**config.mk**
```make
export PLATFORM = sky130hd
export DESIGN_NAME = ram_port_arbiter
export DESIGN_NICKNAME = d
export VERILOG_FILES = /design/src/rtl/ram_arb_pkg.sv /design/src/rtl/rr_arb2.sv /design/src/rtl/ram_port_arbiter.sv
export SDC_FILE = /design/constraint.sdc
export NUM_CORES = 1
export LEC_CHECK = 0
export CORE_MARGIN = 3
export CORE_UTILIZATION = 27
export CTS_CLUSTER_DIAMETER = 100
export DETAILED_ROUTE_END_ITERATION = 10
export GPL_TIMING_DRIVEN = 0
export PLACE_DENSITY = 0.76
export SYNTH_ARGS = -nofsm -noshare
export SYNTH_HDL_FRONTEND = slang
export SYNTH_SLANG_ARGS = --single-unit
```
**constraint.sdc**
```tcl
create_clock -name clk -period 2.2 [get_ports clk]
set_clock_uncertainty 0.2 [all_clocks]
set_input_delay 0.33 -clock clk [delete_from_list [all_inputs] [get_ports clk]]
set_output_delay 0.33 -clock clk [all_outputs]
set_load 0.02 [all_outputs]
```
**src/rtl/ram_arb_pkg.sv**
```systemverilog
// Shared types and helpers for the two-way RAM port arbiter.
// Latency: n/a (declarations only).
// Backpressure: n/a.
package ram_arb_pkg;

    // Port owner: nobody, requester 0 or requester 1 (granted last cycle).
    typedef enum logic [1:0] {
        IDLE  = 2'd0,
        BUSY0 = 2'd1,
        BUSY1 = 2'd2
    } owner_e;

    // Burst counter must hold the value MAX_BURST itself.
    function automatic int burst_cnt_width(input int max_burst);
        return $clog2(max_burst + 1);
    endfunction

endpackage

```
**src/rtl/rr_arb2.sv**
```systemverilog
// Two-way round-robin grant decision with a bounded burst for the owner.
// Latency: purely combinational, zero cycles.
// Backpressure: a losing requester simply sees no grant and keeps requesting.
module rr_arb2
    import ram_arb_pkg::*;
#(
    parameter int MAX_BURST = 4,
    parameter int CNT_W     = burst_cnt_width(MAX_BURST)
) (
    input  logic             req0,
    input  logic             req1,
    input  logic [1:0]       state,
    input  logic             last,
    input  logic [CNT_W-1:0] burst_cnt,
    output logic             gnt0,
    output logic             gnt1
);

    logic budget_left;

    // The owner may keep going while its burst budget is not used up.
    assign budget_left = (burst_cnt < CNT_W'(MAX_BURST));

    // Owner continues unless it dropped or ran out of budget against a waiter;
    // from idle a tie goes to the side that was not served last.
    always_comb begin
        gnt0 = 1'b0;
        gnt1 = 1'b0;
        case (state)
            BUSY0: begin
                if (req0 && (budget_left || !req1)) gnt0 = 1'b1;
                else if (req1)                      gnt1 = 1'b1;
            end
            BUSY1: begin
                if (req1 && (budget_left || !req0)) gnt1 = 1'b1;
                else if (req0)                      gnt0 = 1'b1;
            end
            default: begin
                if (req0 && req1) begin
                    gnt0 = last;
                    gnt1 = ~last;
                end else begin
                    gnt0 = req0;
                    gnt1 = req1;
                end
            end
        endcase
    end

endmodule

```
**src/rtl/ram_port_arbiter.sv**
```systemverilog
// Shares one synchronous RAM port between two requesters, round-robin with bounded bursts.
// Latency: grant and RAM access in the request cycle; read data valid one cycle later.
// Backpressure: an ungranted requester holds req and its operands until granted.
module ram_port_arbiter
    import ram_arb_pkg::*;
#(
    parameter int WIDTH     = 8,
    parameter int DEPTH     = 8,
    parameter int NUMBER    = 3,
    parameter int MAX_BURST = 4
) (
    input  logic              clk,
    input  logic              reset_n,
    input  logic              req0,
    input  logic              req1,
    input  logic              we0,
    input  logic              we1,
    input  logic [NUMBER-1:0] addr0,
    input  logic [NUMBER-1:0] addr1,
    input  logic [WIDTH-1:0]  wdata0,
    input  logic [WIDTH-1:0]  wdata1,
    output logic              gnt0,
    output logic              gnt1,
    output logic              rvalid0,
    output logic              rvalid1,
    output logic [WIDTH-1:0]  rdata0,
    output logic [WIDTH-1:0]  rdata1,
    output logic              ram_cs_n,
    output logic              ram_we_n,
    output logic [NUMBER-1:0] ram_addr,
    output logic [WIDTH-1:0]  ram_wdata,
    input  logic [WIDTH-1:0]  ram_rdata
);

    localparam int                CNT_W     = burst_cnt_width(MAX_BURST);
    localparam logic [CNT_W-1:0]  CNT_MAX   = CNT_W'(MAX_BURST);
    localparam logic [NUMBER:0]   DEPTH_LIM = (NUMBER + 1)'(DEPTH);

    owner_e             state_q, state_d;
    logic               last_q, last_d;
    logic [CNT_W-1:0]   burst_cnt_q, burst_cnt_d;
    logic               rvalid0_q, rvalid0_d;
    logic               rvalid1_q, rvalid1_d;
    logic               arb_gnt0, arb_gnt1;
    logic               access;
    logic               sel_we;
    logic [NUMBER-1:0]  sel_addr;
    logic [WIDTH-1:0]   sel_wdata;

    rr_arb2 #(
        .MAX_BURST (MAX_BURST),
        .CNT_W     (CNT_W)
    ) u_rr_arb2 (
        .req0      (req0),
        .req1      (req1),
        .state     (state_q),
        .last      (last_q),
        .burst_cnt (burst_cnt_q),
        .gnt0      (arb_gnt0),
        .gnt1      (arb_gnt1)
    );

    // State register; reset leaves req0 winning the first tie and drops any pending read.
    always_ff @(posedge clk or negedge reset_n) begin
        if (!reset_n) begin
            state_q     <= IDLE;
            last_q      <= 1'b1;
            burst_cnt_q <= '0;
            rvalid0_q   <= 1'b0;
            rvalid1_q   <= 1'b0;
        end else begin
            state_q     <= state_d;
            last_q      <= last_d;
            burst_cnt_q <= burst_cnt_d;
            rvalid0_q   <= rvalid0_d;
            rvalid1_q   <= rvalid1_d;
        end
    end

    // Next owner, burst length and read-return strobes from this cycle's grant.
    always_comb begin
        state_d     = IDLE;
        last_d      = last_q;
        burst_cnt_d = '0;
        if (arb_gnt0) begin
            state_d     = BUSY0;
            last_d      = 1'b0;
            burst_cnt_d = CNT_W'(1);
            if (state_q == BUSY0 && burst_cnt_q != CNT_MAX) burst_cnt_d = burst_cnt_q + CNT_W'(1);
            else if (state_q == BUSY0)                      burst_cnt_d = CNT_MAX;
        end else if (arb_gnt1) begin
            state_d     = BUSY1;
            last_d      = 1'b1;
            burst_cnt_d = CNT_W'(1);
            if (state_q == BUSY1 && burst_cnt_q != CNT_MAX) burst_cnt_d = burst_cnt_q + CNT_W'(1);
            else if (state_q == BUSY1)                      burst_cnt_d = CNT_MAX;
        end
        rvalid0_d = arb_gnt0 & ~we0;
        rvalid1_d = arb_gnt1 & ~we1;
    end

    // Grants, RAM drive and read return; everything is forced quiet while reset is low.
    always_comb begin
        gnt0      = arb_gnt0 & reset_n;
        gnt1      = arb_gnt1 & reset_n;
        sel_we    = 1'b0;
        sel_addr  = '0;
        sel_wdata = '0;
        if (gnt0) begin
            sel_we    = we0;
            sel_addr  = addr0;
            sel_wdata = wdata0;
        end else if (gnt1) begin
            sel_we    = we1;
            sel_addr  = addr1;
            sel_wdata = wdata1;
        end
        // A non-power-of-two DEPTH never sees an address past its last word.
        access    = (gnt0 | gnt1) & ({1'b0, sel_addr} < DEPTH_LIM);
        ram_cs_n  = ~access;
        ram_we_n  = ~(access & sel_we);
        ram_addr  = sel_addr;
        ram_wdata = sel_wdata;
        rvalid0   = rvalid0_q;
        rvalid1   = rvalid1_q;
        rdata0    = rvalid0_q ? ram_rdata : '0;
        rdata1    = rvalid1_q ? ram_rdata : '0;
    end

endmodule

```
==> results of run 1 <==
[power breakdown]
part	total [mW]	leakage [nW]	switching [mW]	internal, mW
Sequential	0.256	0.103	0.0530	0.203
Clock	0.116	0.0150	0.0465	0.0692
Combinational	1.36	0.674	0.582	0.773
[critical path: cells and delay by family, from the launching register on]
| kind | cells | cell delay (ps) |
|---|---|---|
| AND/OR/NAND/NOR | 2 | 530 |
| flip-flops | 1 | 420 |
| AO/OA/AOI/OAI | 2 | 410 |
| buffers and inverters | 3 | 370 |
| adder cells (fa/ha/maj) | 1 | 190 |
[final cells by class]
| class | instances | area [um2] | share of cell area (%) |
|---|---|---|---|
| timing repair buffer | 80 | 808 | 46.0 |
| multi-input combinational | 62 | 627 | 35.7 |
| sequential | 8 | 201 | 11.5 |
| tap | 30 | 37.5 | 2.14 |
| buffer | 2 | 31.3 | 1.78 |
| clock buffer | 4 | 26.3 | 1.49 |
| inverter | 7 | 26.3 | 1.49 |
[sequential cells by signal, summed over array words and instances, names as in the netlist]
| name | flops |
|---|---|
| last_q | 1 |
| burst_cnt_q | 3 |
| state_q | 2 |
| rvalid1 | 1 |
| rvalid0 | 1 |
[worst paths after layout]
check,startpoint,end,slack [ps],depth (start not counted)
max,state_q[0]$_DFF_PN0_,ram_wdata[5],-500,8
min,reset_n,state_q[0]$_DFF_PN0_,200,1
min in group clk,last_q$_DFFE_PN1P_,last_q$_DFFE_PN1P_,270,2
min reg2reg,last_q$_DFFE_PN1P_,last_q$_DFFE_PN1P_,270,2
max in group asynchronous,reset_n,last_q$_DFFE_PN1P_,1260,1
max reg2reg,state_q[0]$_DFF_PN0_,burst_cnt_q[1]$_DFF_PN0_,0,9
[cell families after synthesis]
kind of cell	share of synthesized area [%]
compound gates	22.4
fa+ha+maj	6.85
buf+inv	7.71
flops	27.6
simple gates	30.7
mux	4.79
[cell usage after synthesis]
master      n
and2_1     16
a22o_1     11
dfrtp_1     7
inv_1       7
ha_1        4
a21oi_1     3
nand2b_1    3
nor2_1      3
buf_6       2
mux2i_1     2
nand2_1     2
nand3_1     2
nand3b_1    2
or2_2       2
a22oi_1     1
and2_4      1
and3_1      1
buf_4       1
dfstp_2     1
mux2_4      1
nor2b_1     1
nor4_4      1
o2111a_1    1
o2111ai_1   1
o211a_1     1
o21a_1      1
o21bai_1    1
or3_1       1
[layer usage]
| layer | GRT usage (%) | vias up | part of all wire (%) |
|---|---|---|---|
| met3 | 5.79 | 2 | 11 |
| met2 | 26.9 | 49 | 52 |
| met4 | 5.30 | 0 | 0.31 |
| li1 | - | 452 | - |
| met1 | 16.7 | 434 | 37 |
| met5 | 0 | - | 0 |
[repair_timing]
item,CTS,global route
setup endpoints to repair,15,21
setup buffers,8,3
gates cloned,1,1
resized for setup,95,6
pin swaps,6,2
hold endpoints to repair,0,0
==> impl_metrics.env, run 1 <==
export IMPL_postSynthAreaPerCell_um2=9.13
export IMPL_pre_cts_ws_ps=-923
export IMPL_max_stage_delay_ps=420
export IMPL_syn_nets=120
export IMPL_dieArea_um2=3370
export IMPL_irDropWorstVdd_uv=699
export IMPL_setup_violations=16
export IMPL_final_nets=204
export IMPL_yosysUniqueCellTypes=28
export IMPL_core_area_um2=2520
export IMPL_worst_hold_slack_ps=200
export IMPL_drt_vias_per_instance=4.85
export IMPL_hp_class="in -> async"
export IMPL_synthTopCellsByArea="dfrtp_1 24%, and2_1 14%, a22o_1 13%"
export IMPL_worstMarginPinSlew_ps=456
export IMPL_rows=18
export IMPL_stdcell_count=193
export IMPL_netlist_area_leader_share_pct=24.0
export IMPL_ant_nets=0
export IMPL_first_pass_iters=3
export IMPL_cts_sinks=8
export IMPL_worst_slack_ps=-497
export IMPL_start_util_pct=29.0
export IMPL_period_share_pct=123
export IMPL_worstSetupPathType="reg -> out"
export IMPL_dieWidth_um=58.0
export IMPL_cts_buffer_depth=2
export IMPL_fin_util_pct=69.7
export IMPL_clk_pin_slew_ps=50
export IMPL_yosysTopAreaCell="dfrtp_1"
export IMPL_cp_end_kind="output pin"
export IMPL_gp_congestion=0.728
export IMPL_drive_gt1_share_pct=36.2
export IMPL_max_slew_margin_pct=69.5
export IMPL_cp_slowest_cell="dfrtp_1"
export IMPL_wl_um=2580
export IMPL_p_per_area_nw_per_um2=983
export IMPL_portBuffers=68
export IMPL_drtIter0Drc=20
export IMPL_start_kind="register"
export IMPL_leakage_nw=0.792
export IMPL_rsz0062_at_grt="yes"
export IMPL_drv_slew=0
export IMPL_grt_pass1_wl_um=4040
export IMPL_ys_seq_area_share_pct=27.6
export IMPL_routedWlPerCell_um=13.4
export IMPL_die_y_um=58.0
export IMPL_numCtsBuffers=3
export IMPL_place_inst=178
export IMPL_timing_fmax_mhz=371
export IMPL_syn_inst=80
export IMPL_final_common_cell="clkdlybuf4s50_1"
export IMPL_required_ps=1670
export IMPL_final_cell_mix="53 x clkdlybuf4s50_1, 16 x and2_1, 15 x buf_6"
export IMPL_holdBufCountCts=0
export IMPL_track_usage_pct=15.3
export IMPL_period_needed_ps=2700
export IMPL_status="finished, violations left"
export IMPL_cap_viol_max_count=0
export IMPL_dp_hpwl_um=2010
export IMPL_syn_area_um2=731
export IMPL_cts_tree="built"
export IMPL_grt_max_degree=12
export IMPL_num_antenna_cells=0
export IMPL_setup_tns_ps=-6620
export IMPL_fillCellCount=192
export IMPL_ios=69
export IMPL_stdcell_area_um2=1760
export IMPL_violations="negative setup slack"
export IMPL_crit_chain="inv_2 > ha_4 > or3_4 > o2111a_2 > and2_4 > clkbuf_16 > a22o_4 > buf_6"
export IMPL_finalPower_mw=1.73
export IMPL_grt_pass1_vias=942
export IMPL_cp_data_arrival_time_ps=2170
export IMPL_syn2layout_area_growth_pct=141
export IMPL_cts_max_level=1
export IMPL_antenna_found_initial=0
export IMPL_place_area_um2=1560
export IMPL_cp_max_fo=5
export IMPL_synth_seq_cells=8
export IMPL_clk_latency_ps=250
export IMPL_drcViolationCount=0
export IMPL_ys_warn_count=0
export IMPL_hold_viol=0
export IMPL_cts_root_buf="clkbuf_4"
export IMPL_gr_total_overflow=0
export IMPL_vias=937
Note: power is estimated with default switching activity, not from simulation.
==> run 2: changes to the inputs <==
- CORE_ASPECT_RATIO: unset -> 0.8
==> run 2 against run 1 <==
Effect of this change:
- the run still ends with negative setup slack left
- die area increased by 0.12%
- clock-buffer cell count unchanged
- combinational power hardly changed
- hold slack lost 18 ps
- clock power is 15% higher
- design area is 0.57% higher
- sequential power about the same
- maximum frequency is 0.73% lower
- global-route usage increased by 1.8 points
- worst setup slack worse by 20 ps
- critical path type unchanged
- critical endpoint is now ram_wdata[4]
==> impl_metrics.env, run 2 (same netlist as run 1, synthesis figures left out) <==
export IMPL_gp_congestion=0.797
export IMPL_worstMarginPinSlew_ps=475
export IMPL_dieWidth_um=64.2
export IMPL_largest_reg_flops=3
export IMPL_critPathLaunch="state_q[0]$_DFF_PN0_"
export IMPL_gr_total_overflow=0
export IMPL_clk_latency_ps=270
export IMPL_period_share_pct=123
export IMPL_critPathCapture="ram_wdata[4]"
export IMPL_dp_hpwl_um=2110
export IMPL_clk_pin_slew_ps=70
export IMPL_cp_max_fo=5
export IMPL_period_needed_ps=2720
export IMPL_holdBufCountCts=0
export IMPL_vias=943
export IMPL_cap_viol_max_count=0
export IMPL_worstReg2RegStart="state_q[0]$_DFF_PN0_"
export IMPL_wl_um=2880
export IMPL_core_area_um2=2500
export IMPL_status="finished, violations left"
export IMPL_finalPower_mw=1.73
export IMPL_regToRegEndpoint="burst_cnt_q[1]$_DFF_PN0_"
export IMPL_setup_violations=16
export IMPL_ios=69
export IMPL_worst_slack_ps=-517
export IMPL_hp_class="in -> async"
export IMPL_final_cell_mix="53 x clkdlybuf4s50_1, 18 x buf_6, 16 x and2_1"
export IMPL_cts_max_level=1
export IMPL_fillCellCount=186
export IMPL_pre_cts_ws_ps=-950
export IMPL_start_kind="register"
export IMPL_final_common_cell="clkdlybuf4s50_1"
export IMPL_first_pass_iters=3
export IMPL_track_usage_pct=17.1
export IMPL_cts_sinks=8
export IMPL_hold_viol=0
export IMPL_start_util_pct=29.2
export IMPL_routedWlPerCell_um=14.5
export IMPL_num_antenna_cells=0
export IMPL_violations="negative setup slack"
export IMPL_cp_end_kind="output pin"
export IMPL_cts_tree="built"
export IMPL_die_y_um=52.5
export IMPL_drt_vias_per_instance=4.76
export IMPL_p_per_area_nw_per_um2=981
export IMPL_leakage_nw=0.778
export IMPL_cts_root_buf="clkbuf_4"
export IMPL_required_ps=1670
export IMPL_cts_buffer_depth=2
export IMPL_antenna_found_initial=0
export IMPL_ff2ff_setup_slack_ps=-50
export IMPL_rows=16
export IMPL_drcViolationCount=0
export IMPL_rsz0062_at_grt="yes"
export IMPL_regMostFlops="burst_cnt_q"
export IMPL_syn2layout_area_growth_pct=142
export IMPL_drv_slew=0
export IMPL_reg2regPathDepth=9
export IMPL_drive_gt1_share_pct=34.0
export IMPL_cp_data_arrival_time_ps=2190
export IMPL_dieArea_um2=3370
export IMPL_grt_max_degree=12
export IMPL_final_nets=203
export IMPL_irDropWorstVdd_uv=463
export IMPL_portBuffers=68
export IMPL_grt_pass1_wl_um=4400
export IMPL_numCtsBuffers=3
export IMPL_max_slew_margin_pct=68.2
export IMPL_ant_nets=0
export IMPL_grt_pass1_vias=982
export IMPL_timing_fmax_mhz=368
export IMPL_worst_hold_slack_ps=182
export IMPL_worstSetupPathType="reg -> out"
export IMPL_drtIter0Drc=7
export IMPL_reg_largest_list="burst_cnt_q x3, state_q x2"
run 2: worst min-delay path by stage:
stage / start / depth (start not counted) / slack [ps] / endpoint
3_3_place_gp: last_q$_DFFE_PN1P_ / 2 / 260 / last_q$_DFFE_PN1P_
2_1_floorplan: reset_n / 0 / -170 / burst_cnt_q[0]$_DFF_PN0_
4_1_cts: reset_n / 1 / 190 / state_q[0]$_DFF_PN0_
3_5_place_dp: last_q$_DFFE_PN1P_ / 2 / 270 / last_q$_DFFE_PN1P_
5_1_grt: reset_n / 1 / 220 / state_q[1]$_DFF_PN0_
6_report: reset_n / 1 / 180 / state_q[0]$_DFF_PN0_
run 2: what timing repair did:
action | CTS | global route
cloned | 1 | 0
resized for setup | 97 | 3
pin swaps | 3 | 4
endpoints found under the setup margin | 15 | 18
setup buffers | 8 | 2
run 2: worst max-delay path: stages (launching register included):
cell and delay, ps:
dfrtp_1 420, inv_2 80, ha_4 200, or3_4 330, o2111a_2 170, and2_4 200
buf_16 140, a22o_4 250, buf_6 130
run 2: where the power goes:
group	internal (mW)	leakage, nW	switching, mW
combinational	0.762	0.660	0.587
clock	0.0701	0.0150	0.0630
sequential	0.203	0.103	0.0499
total	1.04	0.778	0.700
run 2: area by class of cell:
class                           instances  area, um2  area share, %
Timing Repair Buffer                   79        833           47.1
Multi-Input combinational cell         62        604           34.2
Sequential cell                         8        201           11.4
Tap cell                               36       45.0           2.55
Buffer                                  2       31.3           1.77
Clock buffer                            4       26.3           1.49
Inverter                                7       26.3           1.49
run 2: layer usage:
layer | wire [um] | vias to the layer above | GRT usage, %
met3 | 204 | 5 | 4.29
met5 | 0 | - | 0
met4 | 36 | 0 | 5.96
met1 | 1080 | 440 | 18.7
met2 | 1560 | 47 | 32.2
li1 | - | 451 | -
run 2: metrics by stage:
stage,instance area [um2],cells,setup TNS (ps),util [%]
detailed placement,1570,184,-12340,62.6
finish,1770,198,-7000,70.7
floorplan,842,80,-1370,-
global route,1770,198,-8490,70.7
CTS,1760,197,-8820,70.2
global placement,1570,184,-11940,62.6
==> run 3: changes to the inputs <==
- CTS_CLUSTER_DIAMETER: 100 -> 60
- RECOVER_POWER: unset -> 25
==> results of run 3 <==
Final layout, timing and power as in run 2 (identical DEF).
